<file path="src/rtl/usb2_ulpi_reg_arb_if.sv">
// Requester-side and ULPI-link-side signals of the register-access arbiter.
// The master modport is the arbiter's view; the slave modport is the view of the requesters and link.
interface usb2_ulpi_reg_arb_if #(
    parameter int NREQ = 4
);
    logic [NREQ-1:0]   req_valid;
    logic [NREQ-1:0]   req_write;
    logic [NREQ*6-1:0] req_addr;
    logic [NREQ*8-1:0] req_wdata;
    logic [NREQ-1:0]   req_ack;
    logic              req_err;
    logic [7:0]        req_rdata;
    logic              link_busy;
    logic              cmd_valid;
    logic              cmd_write;
    logic [5:0]        cmd_addr;
    logic [7:0]        cmd_wdata;
    logic              cmd_ready;
    logic              cmd_done;
    logic [7:0]        cmd_rdata;
    logic [NREQ-1:0]   grant;

    modport master (
        input  req_valid, req_write, req_addr, req_wdata, link_busy,
               cmd_ready, cmd_done, cmd_rdata,
        output req_ack, req_err, req_rdata, cmd_valid, cmd_write,
               cmd_addr, cmd_wdata, grant
    );

    modport slave (
        output req_valid, req_write, req_addr, req_wdata, link_busy,
               cmd_ready, cmd_done, cmd_rdata,
        input  req_ack, req_err, req_rdata, cmd_valid, cmd_write,
               cmd_addr, cmd_wdata, grant
    );
endinterface

</file>
<file path="src/rtl/usb2_ulpi_reg_arb.sv">
// Round-robin arbiter sharing the ULPI register-access command port among NREQ requesters.
// Issues one command at a time, enforces a completion timeout and returns status and read data.
//
// state    | meaning
// ST_IDLE  | no owner; grant the next requester when the link is not busy
// ST_ISSUE | command presented on cmd_*, waiting for cmd_ready
// ST_WAIT  | command accepted, waiting for cmd_done or timeout
// ST_RESP  | one-cycle ack/err/rdata to the owner, advance rr_ptr
module usb2_ulpi_reg_arb #(
    parameter int NREQ    = 4,
    parameter int TIMEOUT = 1023
) (
    input  logic                phy_clk,
    input  logic                reset,
    usb2_ulpi_reg_arb_if.master bus
);
    localparam int IW = (NREQ > 1) ? $clog2(NREQ) : 1;
    localparam int CW = $clog2(TIMEOUT + 1);
    localparam logic [IW-1:0] LAST_IDX = IW'(NREQ - 1);
    localparam logic [CW-1:0] TO_CNT   = CW'(TIMEOUT);

    typedef enum logic [1:0] {ST_IDLE, ST_ISSUE, ST_WAIT, ST_RESP} state_t;

    state_t          state_q, state_d;
    logic [IW-1:0]   rr_ptr_q, rr_ptr_d;
    logic [IW-1:0]   win_q, win_d;
    logic [CW-1:0]   cnt_q, cnt_d;
    logic [NREQ-1:0] grant_q, grant_d;
    logic [NREQ-1:0] ack_q, ack_d;
    logic            err_q, err_d;
    logic [7:0]      rdata_q, rdata_d;
    logic            cmd_valid_q, cmd_valid_d;
    logic            cmd_write_q, cmd_write_d;
    logic [5:0]      cmd_addr_q, cmd_addr_d;
    logic [7:0]      cmd_wdata_q, cmd_wdata_d;

    logic            found;
    logic [IW-1:0]   win_idx;
    logic [IW-1:0]   scan;
    int              pos;
    logic [NREQ-1:0] win_oh;
    logic            sel_write;
    logic [5:0]      sel_addr;
    logic [7:0]      sel_wdata;

    // First valid request at or above rr_ptr, wrapping past NREQ-1.
    always_comb begin
        found   = 1'b0;
        win_idx = '0;
        scan    = '0;
        pos     = 0;
        for (int i = 0; i < NREQ; i++) begin
            pos = int'(rr_ptr_q) + i;
            if (pos >= NREQ) pos = pos - NREQ;
            scan = IW'(pos);
            if (!found && bus.req_valid[scan]) begin
                found   = 1'b1;
                win_idx = scan;
            end
        end
    end

    always_comb begin
        sel_write = 1'b0;
        sel_addr  = '0;
        sel_wdata = '0;
        win_oh    = '0;
        for (int i = 0; i < NREQ; i++) begin
            if (win_idx == IW'(i)) begin
                sel_write = bus.req_write[i];
                sel_addr  = bus.req_addr[i*6 +: 6];
                sel_wdata = bus.req_wdata[i*8 +: 8];
                win_oh[i] = 1'b1;
            end
        end
    end

    always_comb begin
        state_d     = state_q;
        rr_ptr_d    = rr_ptr_q;
        win_d       = win_q;
        cnt_d       = cnt_q;
        grant_d     = grant_q;
        ack_d       = ack_q;
        err_d       = err_q;
        rdata_d     = rdata_q;
        cmd_valid_d = cmd_valid_q;
        cmd_write_d = cmd_write_q;
        cmd_addr_d  = cmd_addr_q;
        cmd_wdata_d = cmd_wdata_q;
        unique case (state_q)
            ST_IDLE: begin
                if (found && !bus.link_busy) begin
                    state_d     = ST_ISSUE;
                    win_d       = win_idx;
                    grant_d     = win_oh;
                    cnt_d       = '0;
                    cmd_valid_d = 1'b1;
                    cmd_write_d = sel_write;
                    cmd_addr_d  = sel_addr;
                    cmd_wdata_d = sel_wdata;
                end
            end
            ST_ISSUE: begin
                if (bus.cmd_ready) begin
                    state_d     = ST_WAIT;
                    cmd_valid_d = 1'b0;
                    cnt_d       = '0;
                end else if (cnt_q == TO_CNT) begin
                    // A link that never accepts is treated like one that never completes.
                    state_d     = ST_RESP;
                    cmd_valid_d = 1'b0;
                    ack_d       = grant_q;
                    err_d       = 1'b1;
                    rdata_d     = '0;
                end else begin
                    cnt_d = cnt_q + 1'b1;
                end
            end
            ST_WAIT: begin
                if (bus.cmd_done) begin
                    state_d = ST_RESP;
                    ack_d   = grant_q;
                    err_d   = 1'b0;
                    rdata_d = cmd_write_q ? 8'h00 : bus.cmd_rdata;
                end else if (cnt_q == TO_CNT) begin
                    state_d = ST_RESP;
                    ack_d   = grant_q;
                    err_d   = 1'b1;
                    rdata_d = '0;
                end else begin
                    cnt_d = cnt_q + 1'b1;
                end
            end
            ST_RESP: begin
                state_d  = ST_IDLE;
                ack_d    = '0;
                err_d    = 1'b0;
                rdata_d  = '0;
                grant_d  = '0;
                rr_ptr_d = (win_q == LAST_IDX) ? '0 : win_q + 1'b1;
            end
            default: state_d = ST_IDLE;
        endcase
    end

    always_ff @(posedge phy_clk or posedge reset) begin
        if (reset) begin
            state_q     <= ST_IDLE;
            rr_ptr_q    <= '0;
            win_q       <= '0;
            cnt_q       <= '0;
            grant_q     <= '0;
            ack_q       <= '0;
            err_q       <= 1'b0;
            rdata_q     <= '0;
            cmd_valid_q <= 1'b0;
            cmd_write_q <= 1'b0;
            cmd_addr_q  <= '0;
            cmd_wdata_q <= '0;
        end else begin
            state_q     <= state_d;
            rr_ptr_q    <= rr_ptr_d;
            win_q       <= win_d;
            cnt_q       <= cnt_d;
            grant_q     <= grant_d;
            ack_q       <= ack_d;
            err_q       <= err_d;
            rdata_q     <= rdata_d;
            cmd_valid_q <= cmd_valid_d;
            cmd_write_q <= cmd_write_d;
            cmd_addr_q  <= cmd_addr_d;
            cmd_wdata_q <= cmd_wdata_d;
        end
    end

    assign bus.grant     = grant_q;
    assign bus.req_ack   = ack_q;
    assign bus.req_err   = err_q;
    assign bus.req_rdata = rdata_q;
    assign bus.cmd_valid = cmd_valid_q;
    assign bus.cmd_write = cmd_write_q;
    assign bus.cmd_addr  = cmd_addr_q;
    assign bus.cmd_wdata = cmd_wdata_q;
endmodule
</file>
<file path="src/flat_wrapper.sv">
// flat-port wrapper written by rule: the top's interface ports become plain ports
module usb2_ulpi_reg_arb_flat 
#(
    parameter int NREQ    = 4,
    parameter int TIMEOUT = 1023
)
  (phy_clk, reset, bus_req_valid, bus_req_write, bus_req_addr, bus_req_wdata, bus_link_busy, bus_cmd_ready, bus_cmd_done, bus_cmd_rdata, bus_req_ack, bus_req_err, bus_req_rdata, bus_cmd_valid, bus_cmd_write, bus_cmd_addr, bus_cmd_wdata, bus_grant);
  usb2_ulpi_reg_arb_if #(.NREQ(NREQ)) bus_i ();
  input  logic phy_clk;
  input  logic reset;
  input wire logic [$bits(bus_i.req_valid)-1:0] bus_req_valid;
  input wire logic [$bits(bus_i.req_write)-1:0] bus_req_write;
  input wire logic [$bits(bus_i.req_addr)-1:0] bus_req_addr;
  input wire logic [$bits(bus_i.req_wdata)-1:0] bus_req_wdata;
  input wire logic [$bits(bus_i.link_busy)-1:0] bus_link_busy;
  input wire logic [$bits(bus_i.cmd_ready)-1:0] bus_cmd_ready;
  input wire logic [$bits(bus_i.cmd_done)-1:0] bus_cmd_done;
  input wire logic [$bits(bus_i.cmd_rdata)-1:0] bus_cmd_rdata;
  output wire logic [$bits(bus_i.req_ack)-1:0] bus_req_ack;
  output wire logic [$bits(bus_i.req_err)-1:0] bus_req_err;
  output wire logic [$bits(bus_i.req_rdata)-1:0] bus_req_rdata;
  output wire logic [$bits(bus_i.cmd_valid)-1:0] bus_cmd_valid;
  output wire logic [$bits(bus_i.cmd_write)-1:0] bus_cmd_write;
  output wire logic [$bits(bus_i.cmd_addr)-1:0] bus_cmd_addr;
  output wire logic [$bits(bus_i.cmd_wdata)-1:0] bus_cmd_wdata;
  output wire logic [$bits(bus_i.grant)-1:0] bus_grant;
  assign bus_i.req_valid = bus_req_valid;
  assign bus_i.req_write = bus_req_write;
  assign bus_i.req_addr = bus_req_addr;
  assign bus_i.req_wdata = bus_req_wdata;
  assign bus_i.link_busy = bus_link_busy;
  assign bus_i.cmd_ready = bus_cmd_ready;
  assign bus_i.cmd_done = bus_cmd_done;
  assign bus_i.cmd_rdata = bus_cmd_rdata;
  assign bus_req_ack = bus_i.req_ack;
  assign bus_req_err = bus_i.req_err;
  assign bus_req_rdata = bus_i.req_rdata;
  assign bus_cmd_valid = bus_i.cmd_valid;
  assign bus_cmd_write = bus_i.cmd_write;
  assign bus_cmd_addr = bus_i.cmd_addr;
  assign bus_cmd_wdata = bus_i.cmd_wdata;
  assign bus_grant = bus_i.grant;
  usb2_ulpi_reg_arb #(.NREQ(NREQ), .TIMEOUT(TIMEOUT)) u_core (.phy_clk(phy_clk), .reset(reset), .bus(bus_i));
endmodule
</file>
<file path="config.mk">
export PLATFORM = sky130hd
export DESIGN_NAME = usb2_ulpi_reg_arb_flat
export DESIGN_NICKNAME = d
export VERILOG_FILES = /design/src/rtl/usb2_ulpi_reg_arb_if.sv /design/src/rtl/usb2_ulpi_reg_arb.sv /design/src/flat_wrapper.sv
export SDC_FILE = /design/constraint.sdc
export NUM_CORES = 1
export LEC_CHECK = 0
export ABC_CLOCK_PERIOD_IN_PS = 2300
export BUFFER_PORTS_ARGS = -buffer_cell sky130_fd_sc_hd__buf_2
export CAP_MARGIN = 20
export CORE_AREA = 10 10 100 124
export CTS_BUF_LIST = sky130_fd_sc_hd__clkbuf_4
export DETAILED_ROUTE_END_ITERATION = 16
export DIE_AREA = 0 0 110 134
export SLEW_MARGIN = 20
export SYNTH_ARGS = -nofsm -noshare
export SYNTH_HDL_FRONTEND = slang
export SYNTH_SLANG_ARGS = --single-unit
</file>
<file path="constraint.sdc">
create_clock -name phy_clk -period 2.3 [get_ports phy_clk]
set_clock_uncertainty 0.15 [all_clocks]
set_input_delay 0.23 -clock phy_clk [delete_from_list [all_inputs] [get_ports phy_clk]]
set_output_delay 0.23 -clock phy_clk [all_outputs]
set_load 0.005 [all_outputs]
</file>
==> impl_metrics.yaml <==
synth:
  synthCells: 302
  ys_seq_elements: 49
  yosys.cell_types.count: 46
  yosys.area.top_type: "dfrtp_1"
  synth_top_area_share: 0.418
  synthesis.nets: 387
  ys_warn_count: 0
  synth-edff-count: 0
  synth_area_mm2: 0.00294
  async_flop_share: 1.00
  synthFlopType: "dfrtp_1"
  synth.top_cells.by_area: "dfrtp_1 42%, mux2i_1 6.5%, a211o_1 4.5%"
  ys_seq_area_frac: 0.418
  synth_area_per_cell_um2: 9.72
routing:
  remaining_drc_errors: 0
  ant_nets: 0
  route.detailed.wl_per_inst_um: 16.7
  routed_via_density: 5.17
  vias: 2943
  routed_wl_um: 9480
  drtIter0Drc: 141
  drt-pass1-iter-count: 4
floorplanning:
  start_util: 0.294
  die_h_um: 134
  rows: 41
  pin_count: 110
  die_x_um: 110
  core_mm2: 0.0100
  die_area_mm2: 0.0147
clock_tree:
  cts.htree.levels: 2
  cts.sink_count: 49
  cts_tree: "built"
  cts_inserted_buffers: 5
  clk_latency_ns: 0.40
  clockBufferDepth: 2
  cts_root_buf: "clkbuf_4"
  cts.clk_slew.worst_paths_ns: 0.18
finish:
  layout-drive-gt1-share: 0.339
  diodes: 0
  fin_nets: 524
  syn2layout_area_growth_pct: 36.5
  fillers: 1007
  fin_util: 0.401
grt:
  overflow: 0
  grt_pass1_vias: 3105
  grt_pass1_wl_um: 15500
  antenna_found_initial: 0
  grt_max_degree: 28
  grt_usage: 0.129
sta:
  final.min_clock_period_ns: 2.13
  finalSetupViolCount: 0
  max_freq_ghz: 0.470
  fin_tns_setup_ns: 0
  hold_viol: 0
  drv_slew: 0
  max_slew.worst_pin.slew_ns: 0.584
  fin_hold_ws_ns: 0.00989
  min_period_over_period: 0.925
  max_slew_margin: 0.605
  grt_setup_unrepaired: "no"
power_and_ir_drop:
  power_density_mw_per_mm2: 1010
  total_leakage_power_nw: 1.91
  ir_worst_vdd_mv: 0.348
placed_design:
  portBuffers: 109
  dp_hpwl_um: 7060
  gp_congestion: 0.798
critical_path:
  worst-path-max-fanout: 7
  crit_required_ns: 2.47
  critPathArrivalTime_ns: 2.29
  end_kind: "flop"
  cp-start-kind: "flop"
  crit_type: "flop to flop"
status:
  status: "finished, final reports clean"
worst_hold_path:
  hold_class: "input pin to flop"
run:
  drv_cap: 0
worst paths after layout:
path	startpoint	cells after the start	endpoint	slack (ns)
worst max-delay path	u_core.state_q[0]	7	u_core.cnt_q[7]	0.17
worst min-delay path	bus_req_addr[3]	3	u_core.bus.cmd_addr[3]	0.01
worst max register to register	u_core.state_q[0]	7	u_core.cnt_q[7]	0.17
worst min register to register	u_core.win_q[1]	2	u_core.win_q[1]	0.36
max in group asynchronous	reset	4	u_core.bus.cmd_wdata[5]	1.20
min in group asynchronous	reset	3	u_core.bus.req_rdata[0]	0.26
state kept, by name (all words and copies together) (netlist names):
register,flops
u_core.bus.cmd_write,1
u_core.bus.cmd_wdata,8
u_core.bus.grant,4
u_core.bus.req_err,1
u_core.bus.cmd_valid,1
u_core.bus.req_rdata,8
u_core.bus.req_ack,4
u_core.state_q,2
u_core.win_q,2
u_core.rr_ptr_q,2
u_core.bus.cmd_addr,6
u_core.cnt_q,10
kinds of logic (layout without fill, tap and decap cells):
| group | after synthesis | count (layout) | synth area share |
|---|---|---|---|
| simple gates | 94 | 94 | 0.168 |
| buf+inv | 29 | 167 | 0.0545 |
| fa+ha+maj | 8 | 8 | 0.0341 |
| xor+xnor | 3 | 3 | 0.00895 |
| flops | 49 | 49 | 0.418 |
| mux | 20 | 20 | 0.0686 |
| compound gates | 99 | 99 | 0.248 |
stage by stage:
step,setup slack (ns),cells,cell area [um^2],total power [mW]
5_1_grt,0.00449,569,4010,4.41
3_5_place_dp,0.146,533,3650,3.48
4_1_cts,0.122,566,3980,4.04
6_report,0.171,569,4010,4.05
3_3_place_gp,0.233,533,3650,3.42
2_1_floorplan,0.338,302,2940,2.72
worst max-delay path, cell delays in order (launching register included):
cell and delay (ns):
dfrtp_1 0.41, inv_1 0.11, ha_1 0.26, nand2_1 0.14
o31a_1 0.29, nand4b_1 0.20, or3_1 0.36, a21oi_1 0.15
cell usage in the layout (no fill, tap or decap), drive strengths merged, types with 9 or more instances in the layout:
cell and n:
a21oi 14, mux2i 19, a211o 15, nand4 18
nand2 32, nand3 9, a22o 12, dlygate4sd3 25
o21ai 15, nor2 12, buf 127, dfrtp 49
o211ai 15, o31ai 15
layer usage:
layer / vias up / global-route usage / routed length, um
met5: - / 0 / 0
met4: 0 / 0.0384 / 156
met3: 14 / 0.0388 / 733
met2: 109 / 0.216 / 4740
met1: 1391 / 0.152 / 3850
li1: 1429 / - / -
report_power, final:
part	leakage [nW]	switching, mW	internal [mW]
sequential	0.637	0.242	1.19
combinational	1.23	1.11	0.974
clock	0.0389	0.309	0.225
cell usage after synthesis (2+ instances only):
master	count
o31ai_1	15
nand4_1	18
ha_1	8
a32o_1	2
a21o_1	2
xor2_1	3
and3_1	3
o21a_1	2
o211ai_1	15
and4_1	2
nor2_2	2
buf_2	14
buf_6	3
o22ai_2	2
o21ai_0	13
clkbuf_1	4
or2_2	2
inv_1	7
a22o_1	12
a211o_1	15
nor2_1	10
a21oi_1	13
a31oi_1	2
nand3_1	9
nor3_1	3
nand2b_1	3
mux2i_1	19
nand2_1	31
dfrtp_1	49
or3_1	3
area by class of cell:
cell class | instances | area [um^2] | area share
multi-input cells | 224 | 1560 | 0.389
flip-flops and latches | 49 | 1230 | 0.306
repair buffers | 152 | 956 | 0.238
well taps | 129 | 161 | 0.0403
clock inverters | 3 | 41.3 | 0.0103
clock buffers | 5 | 37.5 | 0.00936
inverters | 7 | 26.3 | 0.00655
timing repair:
| action | CTS | global route |
|---|---|---|
| gates resized for setup | 0 | 1 |
| endpoints found under the setup margin | 0 | 15 |
| endpoints found under the hold margin | 38 | 0 |
| buffers inserted | 0 | 3 |
| hold buffers | 25 | 0 |
Power figures use the tool's default switching activity.
